===== src/rtl/player_input_controller.sv =====
// Pushbutton front end and turn sequencer for a two-player board game:
// synchronises and debounces three active-low keys, then drives one-cycle control pulses.
module player_input_controller #(
  parameter int DEBOUNCE_CYCLES = 250000
) (
  input  logic       clk,
  input  logic       rst,
  input  logic [2:0] KEY,
  input  logic       engine_busy,
  input  logic       game_over,
  output logic       new_game,
  output logic       user_turn_done,
  output logic       draw_offer,
  output logic       black_to_play,
  output logic       white_to_play
);

  localparam int          NUM_KEYS = 3;
  localparam int          KEY_TURN = 0;
  localparam int          KEY_DRAW = 1;
  localparam int          KEY_NEW  = 2;
  localparam logic [17:0] CNT_LAST = 18'(DEBOUNCE_CYCLES - 1);

  typedef enum logic [1:0] {
    IDLE       = 2'd0,
    BLACK_TURN = 2'd1,
    WHITE_TURN = 2'd2,
    GAME_OVER  = 2'd3
  } state_t;

  // One registered press strobe per key, high for one cycle after a 1->0 stable transition.
  logic [NUM_KEYS-1:0] press_evt;

  generate
    for (genvar gi = 0; gi < NUM_KEYS; gi++) begin : g_key
      logic        sync1_reg;
      logic        sync2_reg;
      logic        stable_reg;
      logic        stable_d_reg;
      logic        press_reg;
      logic [17:0] cnt_reg;

      always_ff @(posedge clk) begin
        if (rst) begin
          sync1_reg    <= 1'b1;
          sync2_reg    <= 1'b1;
          stable_reg   <= 1'b1;
          stable_d_reg <= 1'b1;
          press_reg    <= 1'b0;
          cnt_reg      <= '0;
        end else begin
          sync1_reg    <= KEY[gi];
          sync2_reg    <= sync1_reg;
          stable_d_reg <= stable_reg;
          press_reg    <= stable_d_reg & ~stable_reg;
          if (sync2_reg == stable_reg) begin
            cnt_reg <= '0;
          end else if (cnt_reg == CNT_LAST) begin
            stable_reg <= sync2_reg;
            cnt_reg    <= '0;
          end else begin
            cnt_reg <= cnt_reg + 18'd1;
          end
        end
      end

      assign press_evt[gi] = press_reg;
    end
  endgenerate

  logic   ev_new;
  logic   ev_turn;
  logic   ev_draw;
  state_t state_reg;
  logic   draw_used_reg;
  logic   new_game_reg;
  logic   user_turn_done_reg;
  logic   draw_offer_reg;
  logic   black_to_play_reg;
  logic   white_to_play_reg;

  assign ev_new  = press_evt[KEY_NEW];
  assign ev_turn = press_evt[KEY_TURN];
  assign ev_draw = press_evt[KEY_DRAW];

  always_ff @(posedge clk) begin
    if (rst) begin
      state_reg          <= IDLE;
      draw_used_reg      <= 1'b0;
      new_game_reg       <= 1'b0;
      user_turn_done_reg <= 1'b0;
      draw_offer_reg     <= 1'b0;
      black_to_play_reg  <= 1'b0;
      white_to_play_reg  <= 1'b0;
    end else begin
      new_game_reg       <= 1'b0;
      user_turn_done_reg <= 1'b0;
      draw_offer_reg     <= 1'b0;
      black_to_play_reg  <= 1'b0;
      white_to_play_reg  <= 1'b0;

      if (ev_new) begin
        new_game_reg      <= 1'b1;
        black_to_play_reg <= 1'b1;
        draw_used_reg     <= 1'b0;
        state_reg         <= BLACK_TURN;
      end else begin
        case (state_reg)
          BLACK_TURN, WHITE_TURN: begin
            // A result ends the game before any same-cycle key is honoured.
            if (game_over) begin
              state_reg <= GAME_OVER;
            end else if (ev_turn) begin
              // A coincident draw offer loses to turn-done even when the engine drops it.
              if (!engine_busy) begin
                user_turn_done_reg <= 1'b1;
                draw_used_reg      <= 1'b0;
                if (state_reg == BLACK_TURN) begin
                  white_to_play_reg <= 1'b1;
                  state_reg         <= WHITE_TURN;
                end else begin
                  black_to_play_reg <= 1'b1;
                  state_reg         <= BLACK_TURN;
                end
              end
            end else if (ev_draw && !draw_used_reg) begin
              draw_offer_reg <= 1'b1;
              draw_used_reg  <= 1'b1;
            end
          end
          default: begin
          end
        endcase
      end
    end
  end

  assign new_game       = new_game_reg;
  assign user_turn_done = user_turn_done_reg;
  assign draw_offer     = draw_offer_reg;
  assign black_to_play  = black_to_play_reg;
  assign white_to_play  = white_to_play_reg;

endmodule


===== config.mk =====
export PLATFORM = sky130hd
export DESIGN_NAME = player_input_controller
export DESIGN_NICKNAME = d
export VERILOG_FILES = /design/src/rtl/player_input_controller.sv
export SDC_FILE = /design/constraint.sdc
export NUM_CORES = 1
export LEC_CHECK = 0
export ABC_AREA = 1
export CORE_UTILIZATION = 44
export CTS_CLUSTER_DIAMETER = 60
export CTS_CLUSTER_SIZE = 20
export DETAILED_ROUTE_END_ITERATION = 8
export GPL_ROUTABILITY_DRIVEN = 0
export HOLD_SLACK_MARGIN = 0.06
export PLACE_DENSITY = 0.59
export SKIP_CTS_REPAIR_TIMING = 1
export SLEW_MARGIN = 20
export SYNTH_ARGS = -nofsm -noshare
export SYNTH_HDL_FRONTEND = slang
export SYNTH_SLANG_ARGS = --single-unit

===== constraint.sdc =====
create_clock -name clk -period 2.1 [get_ports clk]
set_input_delay 0.315 -clock clk [delete_from_list [all_inputs] [get_ports clk]]
set_output_delay 0.315 -clock clk [all_outputs]
set_load 0.02 [all_outputs]

After elaboration in Yosys (flattened, before gate mapping):

Index checks and enable logic that the tools add are counted.

* bits in registers: 77
* bits in latches: 0
* RAM bits: 0
* memory bits (read-only): 0
* input bits: 7
* output and inout port bits: 5
* word-level logic and storage cells: 91
* memories: 0

* add/subtract/negate cells: 3
* multipliers: 0
* divide/modulo/power cells: 0
* $lt $le $gt $ge: 0
* eq/ne operators: 11
* shifts and indexed selects: 0
* mux-type cells: 19
* bitwise logic cells: 12
* reductions and logical operators: 20

Operator list (count)
* 18-bit by 1-bit adder with 18-bit output, second input constant: 3
* 18-bit == test, second input constant: 3
* 1-bit two-way mux: 15
* 5-bit OR reduction: 2
* 1-bit inverter: 9
* 3-bit OR reduction: 3
* 2-bit two-way mux: 4
* 2-bit AND reduction: 3
* 3-bit AND reduction: 2
* 2-bit nonzero test: 3
* 6-bit OR reduction: 1
* 4-bit AND reduction: 1
* 2-bit OR reduction: 2
* 1-bit AND: 3
* 1-bit == test: 3
* 3-bit by 1-bit inequality test with 1-bit output, second input constant: 1
* 3-bit nonzero test: 1
* 2-bit by 1-bit == test with 1-bit output, second input constant: 1
* 2-bit == test, second input constant: 1
* 2-bit by 1-bit inequality test with 1-bit output, second input constant: 1
* 2-bit inequality test, second input constant: 1
* 1-bit logical AND: 1
* 1-bit logical NOT: 1

Longest topological paths before layout:

Gate-level depths: netlist of the first run.

* depth after elaboration: 7
* depth in mapped cells: 9
* depth with buffers taken out: 8

Least setup slack after synthesis of the first run:

OpenSTA, ideal clock, no wires.

* path type: reg-to-reg
* start point: register g_key[2].cnt_reg[0]
* end point: register g_key[2].cnt_reg[8]
* library setup time: 0.114 ns
* arrival time: 1.310 ns
* data required time: 1.986 ns
* slack: 0.676 ns
* stages on the path, launching flop included: 10
* path buffers: 1
* clock period less this slack: 1.424 ns
* cells stage by stage: dfxtp_1 > ha_1 > nand2_1 > nor2_1 > nand3_1 > nor2_2 > nand2_2 > nand2_4 > buf_6 > nor2_1

* longest elaborated chain between the ends: 2
* elaborated cells between the ends (all ways): 3
* classes of those cells: 1 x add/sub; 1 x eq/ne; 1 x reduce/logical

RTL lines
* from (decl): RTL line 41 `logic [17:0] cnt_reg;`
* from (signal assigned): RTL line 62 `cnt_reg <= cnt_reg + 18'd1;`
* branches (longest 2 deep; another with 18-bit by 1-bit adder with 18-bit output)

Several ways; the timed one is not identified.
A chain may end at the register's enable or synchronous reset.

Worst setup path after layout of the first run:

Same ends and word-level chain as after synthesis.

==> impl_metrics.json, run 1 <==
{
  "fin_tns_setup_ns": 0,
  "grt.total_usage_pct": 17.4,
  "grt_pass1_wl_um": 11700,
  "run_status": "completed",
  "critPathMaxStageDelay_ns": 0.44,
  "slew_viol_final": 0,
  "grt_start_max_net_pins": 19,
  "nFillCells": 736,
  "dieArea_sq_um": 8220,
  "dp_cells": 578,
  "n_antenna_cell": 0,
  "floorplan.rows": 31,
  "synth-edff-count": 0,
  "cts.clk_slew.worst_paths_ns": 0.08,
  "finalCritPeriodShare_pct": 77.9,
  "async_flop_share_pct": 0,
  "final_layout_size_suffix_gt1_share_pct": 7.88,
  "worst_skew_pair.late_latency_ns": 0.35,
  "powerDensity_nw_per_um2": 691,
  "ys_ff_latch": 77,
  "final_cells": 594,
  "die_height_um": 90.7,
  "post_dp_cell_area_sq_um": 3650,
  "cp_num_buf_inv": 0,
  "num_vias": 2918,
  "multi_input_area_sq_um": 1710,
  "r2r_setup_slack_ns": 0.46,
  "clock_sinks": 77,
  "cp-end-kind": "flop",
  "ys_seq_area_share_pct": 44.6,
  "h-tree-depth": 3,
  "yosysWarnings": 0,
  "cp_common_cell": "nor2_1",
  "synthFlopType": "dfxtp_1",
  "vias_per_cell": 4.91,
  "ios": 12,
  "syn_area_per_cell_sq_um": 7.33,
  "start_util_pct": 46.7,
  "setup_viol": 0,
  "ir_worst_vdd_mv": 0.337,
  "ys_types": 26,
  "timing.fmax_mhz": 612,
  "area_growth_pct": 11.4,
  "port_buffers": 11,
  "cts_tree": "built",
  "cap_violations": 0,
  "synth_cells": 472,
  "clockBufferDepth": 2,
  "p_leak_uw": 0.00124,
  "dp_hpwl_um": 4690,
  "finalClockSkew_ns": 0.00841,
  "root_buffer": "clkbuf_8",
  "startpoint_type": "flop",
  "core_area_sq_um": 7410,
  "largest_reg_flops": 54,
  "routedWlPerCell_um": 10.8,
  "cp_slowest_cell": "dfxtp_1",
  "fin_area_sq_um": 3850,
  "fin_crit_ns": 1.64,
  "critPathRequiredTime_ns": 2.34,
  "worst_pin_slew_ns": 0.456,
  "rsz0062_at_grt": "no",
  "crit_type": "flop to flop",
  "crit_chain": "ha_1 -> nand2_1 -> nor2_1 -> nand3_1 -> nor2_2 -> nand2_2 -> nand2_4 -> nor2_1",
  "holdWs_ns": 0.411,
  "slew_headroom_pct": 69.5,
  "wirelength_um": 6430,
  "drtIter0Drc": 105,
  "drtPass1Iterations": 4,
  "synth_area_sq_um": 3460,
  "grt_pass1_vias": 2750,
  "antenna_found_initial": 0,
  "cts_inserted_buffers": 9,
  "die_w_um": 90.7,
  "hold_violations": 0,
  "worstPathMaxFanout": 18,
  "syn_nets": 483,
  "gr-total-overflow": 0,
  "crit_family": "simple AND/OR/NAND/NOR gates",
  "seq_area_sq_um": 1540,
  "postRouteAntennaNets": 0,
  "drc": 0,
  "hold_path_class": "flop to flop",
  "power_uw": 2660,
  "layout.nets": 501,
  "critPathArrivalTime_ns": 1.88
}
cells in the mapped netlist (3+ instances only):
cell	count	share of area, %
nor2_1	101	11
nand2_1	99	11
dfxtp_1	77	45
inv_1	46	5.0
nand3_1	36	5.2
a21oi_1	26	3.8
xor2_1	14	3.5
nand4_1	12	2.2
or2_2	11	2.0
xnor2_1	11	2.8
o21ai_0	6	0.87
or2_0	5	0.90
ha_1	4	1.4
buf_6	3	0.98
nand3_2	3	0.87
nor3_2	3	0.87
report_power, final:
part	total, uW	leakage (uW)	switching [uW]	internal, uW
Clock	1130	0.0000935	567	559
Sequential	1480	0.000622	6.50	1470
Combinational	57.7	0.000523	33.0	24.7
Total	2660	0.00124	606	2050
path summary, 6_finish.rpt:
kind	cells after the start	from	to
worst max-delay path	8	g_key[2].cnt_reg[0]$_SDFF_PP0_	g_key[2].cnt_reg[8]$_SDFF_PP0_
worst min-delay path	2	g_key[0].stable_d_reg$_SDFF_PP1_	ev_turn$_SDFF_PP0_
worst max register to register	8	g_key[2].cnt_reg[0]$_SDFF_PP0_	g_key[2].cnt_reg[8]$_SDFF_PP0_
worst min register to register	2	g_key[0].stable_d_reg$_SDFF_PP1_	ev_turn$_SDFF_PP0_
area by class of cell:
type	instances	share of cell area [%]
Clock buffer	10	3.31
Multi-Input combinational cell	345	44.3
Timing Repair Buffer	11	2.86
Tap cell	99	3.21
Inverter	46	4.48
Sequential cell	77	40.0
Clock inverter	6	1.85
cells by family (layout without fill, tap and decap cells):
family,Yosys count,in the layout,synth area share (%)
xor+xnor,25,25,6.33
simple gates,280,280,36.1
flops,77,77,44.6
fa+ha+maj,4,4,1.45
buf+inv,50,73,6.08
compound gates,36,36,5.50
layer usage:
layer	wire [um]	up-vias	share of wire, %	track usage, %
li1	-	1533	-	-
met1	3240	1341	50	22.5
met2	2880	31	45	27.8
met3	167	13	2.6	3.28
met4	140	0	2.2	8.47
met5	0	-	0	0
placed cells by master (no fill, tap or decap):
| master | instances |
|---|---|
| nor2_1 | 101 |
| nand2_1 | 99 |
| dfxtp_1 | 77 |
| inv_1 | 46 |
| nand3_1 | 36 |
| a21oi_1 | 26 |
| xor2_1 | 14 |
| nand4_1 | 12 |
| xnor2_1 | 11 |
| or2_2 | 11 |
| clkdlybuf4s50_1 | 11 |
| clkbuf_8 | 9 |
| o21ai_0 | 6 |
| or2_0 | 5 |
| ha_1 | 4 |
| nand3_2 | 3 |
| nor3_2 | 3 |
| nor2_2 | 2 |
| nand2_2 | 2 |
| nand2_4 | 2 |
| o21bai_1 | 2 |
| nand3b_1 | 2 |
| clkinvlp_4 | 2 |
| inv_6 | 2 |
| nor2_4 | 1 |
| nor3b_1 | 1 |
| a211oi_1 | 1 |
| o21a_1 | 1 |
| bufinv_16 | 1 |
| clkbuf_1 | 1 |
| clkinv_4 | 1 |
stage by stage:
stage,util [%],setup slack [ns]
finish,52.0,0.465
global route,52.0,0.256
CTS,52.0,0.439
detailed placement,49.3,0.350
global placement,49.3,0.390
floorplan,-,0.676
worst register-to-register path: stages, from the launching register on:
cell and delay [ns]:
dfxtp_1 0.44, ha_1 0.24, nand2_1 0.07, nor2_1 0.16
nand3_1 0.11, nor2_2 0.16, nand2_2 0.09, nand2_4 0.18
nor2_1 0.08
(Power assumes the default switching activity.)
==> inputs of run 2 (changes only) <==
--- a/config.mk
+++ b/config.mk
@@ -12,7 +12,7 @@
 export DETAILED_ROUTE_END_ITERATION = 8
 export GPL_ROUTABILITY_DRIVEN = 0
 export HOLD_SLACK_MARGIN = 0.06
-export PLACE_DENSITY = 0.59
+export PLACE_DENSITY = 0.61
 export SKIP_CTS_REPAIR_TIMING = 1
 export SLEW_MARGIN = 20
 export SYNTH_ARGS = -nofsm -noshare
==> constraint.sdc (replaced) <==
create_clock -name clk -period 1.5 [get_ports clk]
set_input_delay 0.225 -clock clk [delete_from_list [all_inputs] [get_ports clk]]
set_output_delay 0.225 -clock clk [all_outputs]
set_load 0.02 [all_outputs]
==> run 2 against run 1 <==
- die area is the same
- first-iteration DRC count decreased by 16%
- clock skew is 0.0013 ns lower
- core utilization grew 2.7 points
- sequential share of layout area fell by 1.9 points
- global-route usage is 0.33 points lower
- count of clock-buffer cells in the layout down 1
- combinational power up 73%
- largest cell class unchanged
- largest power group unchanged
==> impl_metrics.json, run 2 (synthesis gave the netlist of run 1 again) <==
{
  "run_status": "completed",
  "grt_start_max_net_pins": 19,
  "r2r-end": "g_key[1].cnt_reg[13]$_SDFF_PP0_",
  "worst_slack_ns": 0.0827,
  "r2r_start": "g_key[1].cnt_reg[7]$_SDFF_PP0_",
  "hold_violations": 0,
  "h-tree-depth": 3,
  "finalClockSkew_ns": 0.00711,
  "critPathRequiredTime_ns": 1.74,
  "ir_worst_vdd_mv": 0.558,
  "root_buffer": "clkbuf_8",
  "slew_viol_final": 0,
  "holdWs_ns": 0.409,
  "grt_pass1_vias": 2734,
  "cts_tree": "built",
  "cap_violations": 0,
  "grt.total_usage_pct": 17.1,
  "layout.nets": 514,
  "dieArea_sq_um": 8220,
  "largest_reg_flops": 54,
  "crit_type": "flop to flop",
  "drtPass1Iterations": 5,
  "hold_path_class": "flop to flop",
  "final_layout_size_suffix_gt1_share_pct": 11.8,
  "worst_skew_pair.late_latency_ns": 0.35,
  "powerDensity_nw_per_um2": 932,
  "num_vias": 2911,
  "die_height_um": 90.7,
  "pre_cts_slack_ns": 0.0112,
  "routedWlPerCell_um": 10.8,
  "cts.clk_slew.worst_paths_ns": 0.09,
  "antenna_found_initial": 0,
  "rsz0062_at_grt": "yes",
  "cts_inserted_buffers": 9,
  "final_common_cell": "nand2_1",
  "worstPathMaxFanout": 7,
  "final_cell_mix": "nand2_1 (99), nor2_1 (98), dfxtp_1 (75), inv_1 (46), nand3_1 (35)",
  "dp_cells": 589,
  "postRouteAntennaNets": 0,
  "fin_crit_ns": 1.42,
  "timing.fmax_mhz": 706,
  "slew_headroom_pct": 69.0,
  "critPathArrivalTime_ns": 1.66,
  "worst_pin_slew_ns": 0.465,
  "nFillCells": 717,
  "cp-end-kind": "flop",
  "final_cells": 607,
  "area_growth_pct": 17.3,
  "grt_pass1_wl_um": 11500,
  "ios": 12,
  "floorplan.rows": 31,
  "clock_sinks": 77,
  "wirelength_um": 6570,
  "dp_hpwl_um": 4740,
  "endpoint": "g_key[1].cnt_reg[13]$_SDFF_PP0_",
  "port_buffers": 11,
  "startpoint": "g_key[1].cnt_reg[7]$_SDFF_PP0_",
  "core_area_sq_um": 7410,
  "die_w_um": 90.7,
  "drc": 0,
  "start_util_pct": 46.7,
  "gr-total-overflow": 0,
  "setup_viol": 0,
  "clockBufferDepth": 2,
  "drtIter0Drc": 88,
  "post_dp_cell_area_sq_um": 3750,
  "fin_area_sq_um": 4060,
  "finalCritPeriodShare_pct": 94.5,
  "startpoint_type": "flop",
  "r2r_setup_slack_ns": 0.08,
  "min_from": "g_key[2].stable_d_reg$_SDFF_PP1_",
  "r2r_cells": 6,
  "n_antenna_cell": 0,
  "p_leak_uw": 0.00142,
  "vias_per_cell": 4.80
}
run 2: changes by cell type in the layout (fill, tap and decap cells not counted), moves of 2 or more:
cell,before,now
clkdlybuf4s50_1,11,6
dlymetal6s2s_1,0,5
buf_4,0,11
nand2_8,0,3
nor2_1,101,98
dfxtp_1,77,75
dfxtp_2,0,2
nor2_2,2,4
run 2: report_power, final:
group | internal, uW | total, uW | switching [uW]
Combinational | 46.6 | 100 | 53.4
Clock | 788 | 1610 | 824
Sequential | 2060 | 2070 | 7.66
run 2: critical path, cell delays in order (launching register included):
cell	delay (ns)
dfxtp_1	0.41
nand2_1	0.08
nor3b_1	0.30
nand3_1	0.18
nand2_2	0.14
buf_4	0.16
a21oi_1	0.05
run 2: metal layers:
layer  global-route usage, %  part of all wire, %  vias up
met5                       0                    0        -
met4                    5.65                  1.1        0
met3                    5.81                  4.0        9
met2                    28.0                   46       47
met1                    21.0                   49     1296
li1                        -                    -     1559
run 2: worst min path at each step:
stage                                          to  slack, ns  cells after the start
floorplan           g_key[0].sync1_reg$_SDFF_PP1_       0.33                      1
global placement                ev_new$_SDFF_PP0_       0.40                      2
detailed placement              ev_new$_SDFF_PP0_       0.40                      2
CTS                             ev_new$_SDFF_PP0_       0.40                      2
global route        g_key[2].sync2_reg$_SDFF_PP1_       0.42                      1
finish                          ev_new$_SDFF_PP0_       0.41                      2
run 2: stage by stage:
| step | util (%) | total power, uW | TNS [ns] |
|---|---|---|---|
| 2_1_floorplan | - | 2170 | 0 |
| 3_3_place_gp | 50.6 | 2210 | 0 |
| 3_5_place_dp | 50.6 | 2210 | 0 |
| 4_1_cts | 53.4 | 3830 | -0.0574 |
| 5_1_grt | 54.8 | 3940 | -0.0167 |
| 6_report | 54.8 | 3780 | 0 |
run 2: cell type report:
| class | instances | area [sq um] | share of cell area [%] |
|---|---|---|---|
| flip-flops and latches | 77 | 1540 | 38.1 |
| clock inverters | 7 | 80.1 | 1.97 |
| well taps | 99 | 124 | 3.05 |
| inverters | 46 | 173 | 4.26 |
| multi-input cells | 346 | 1790 | 44.0 |
| clock buffers | 9 | 124 | 3.05 |
| repair buffers | 23 | 225 | 5.55 |
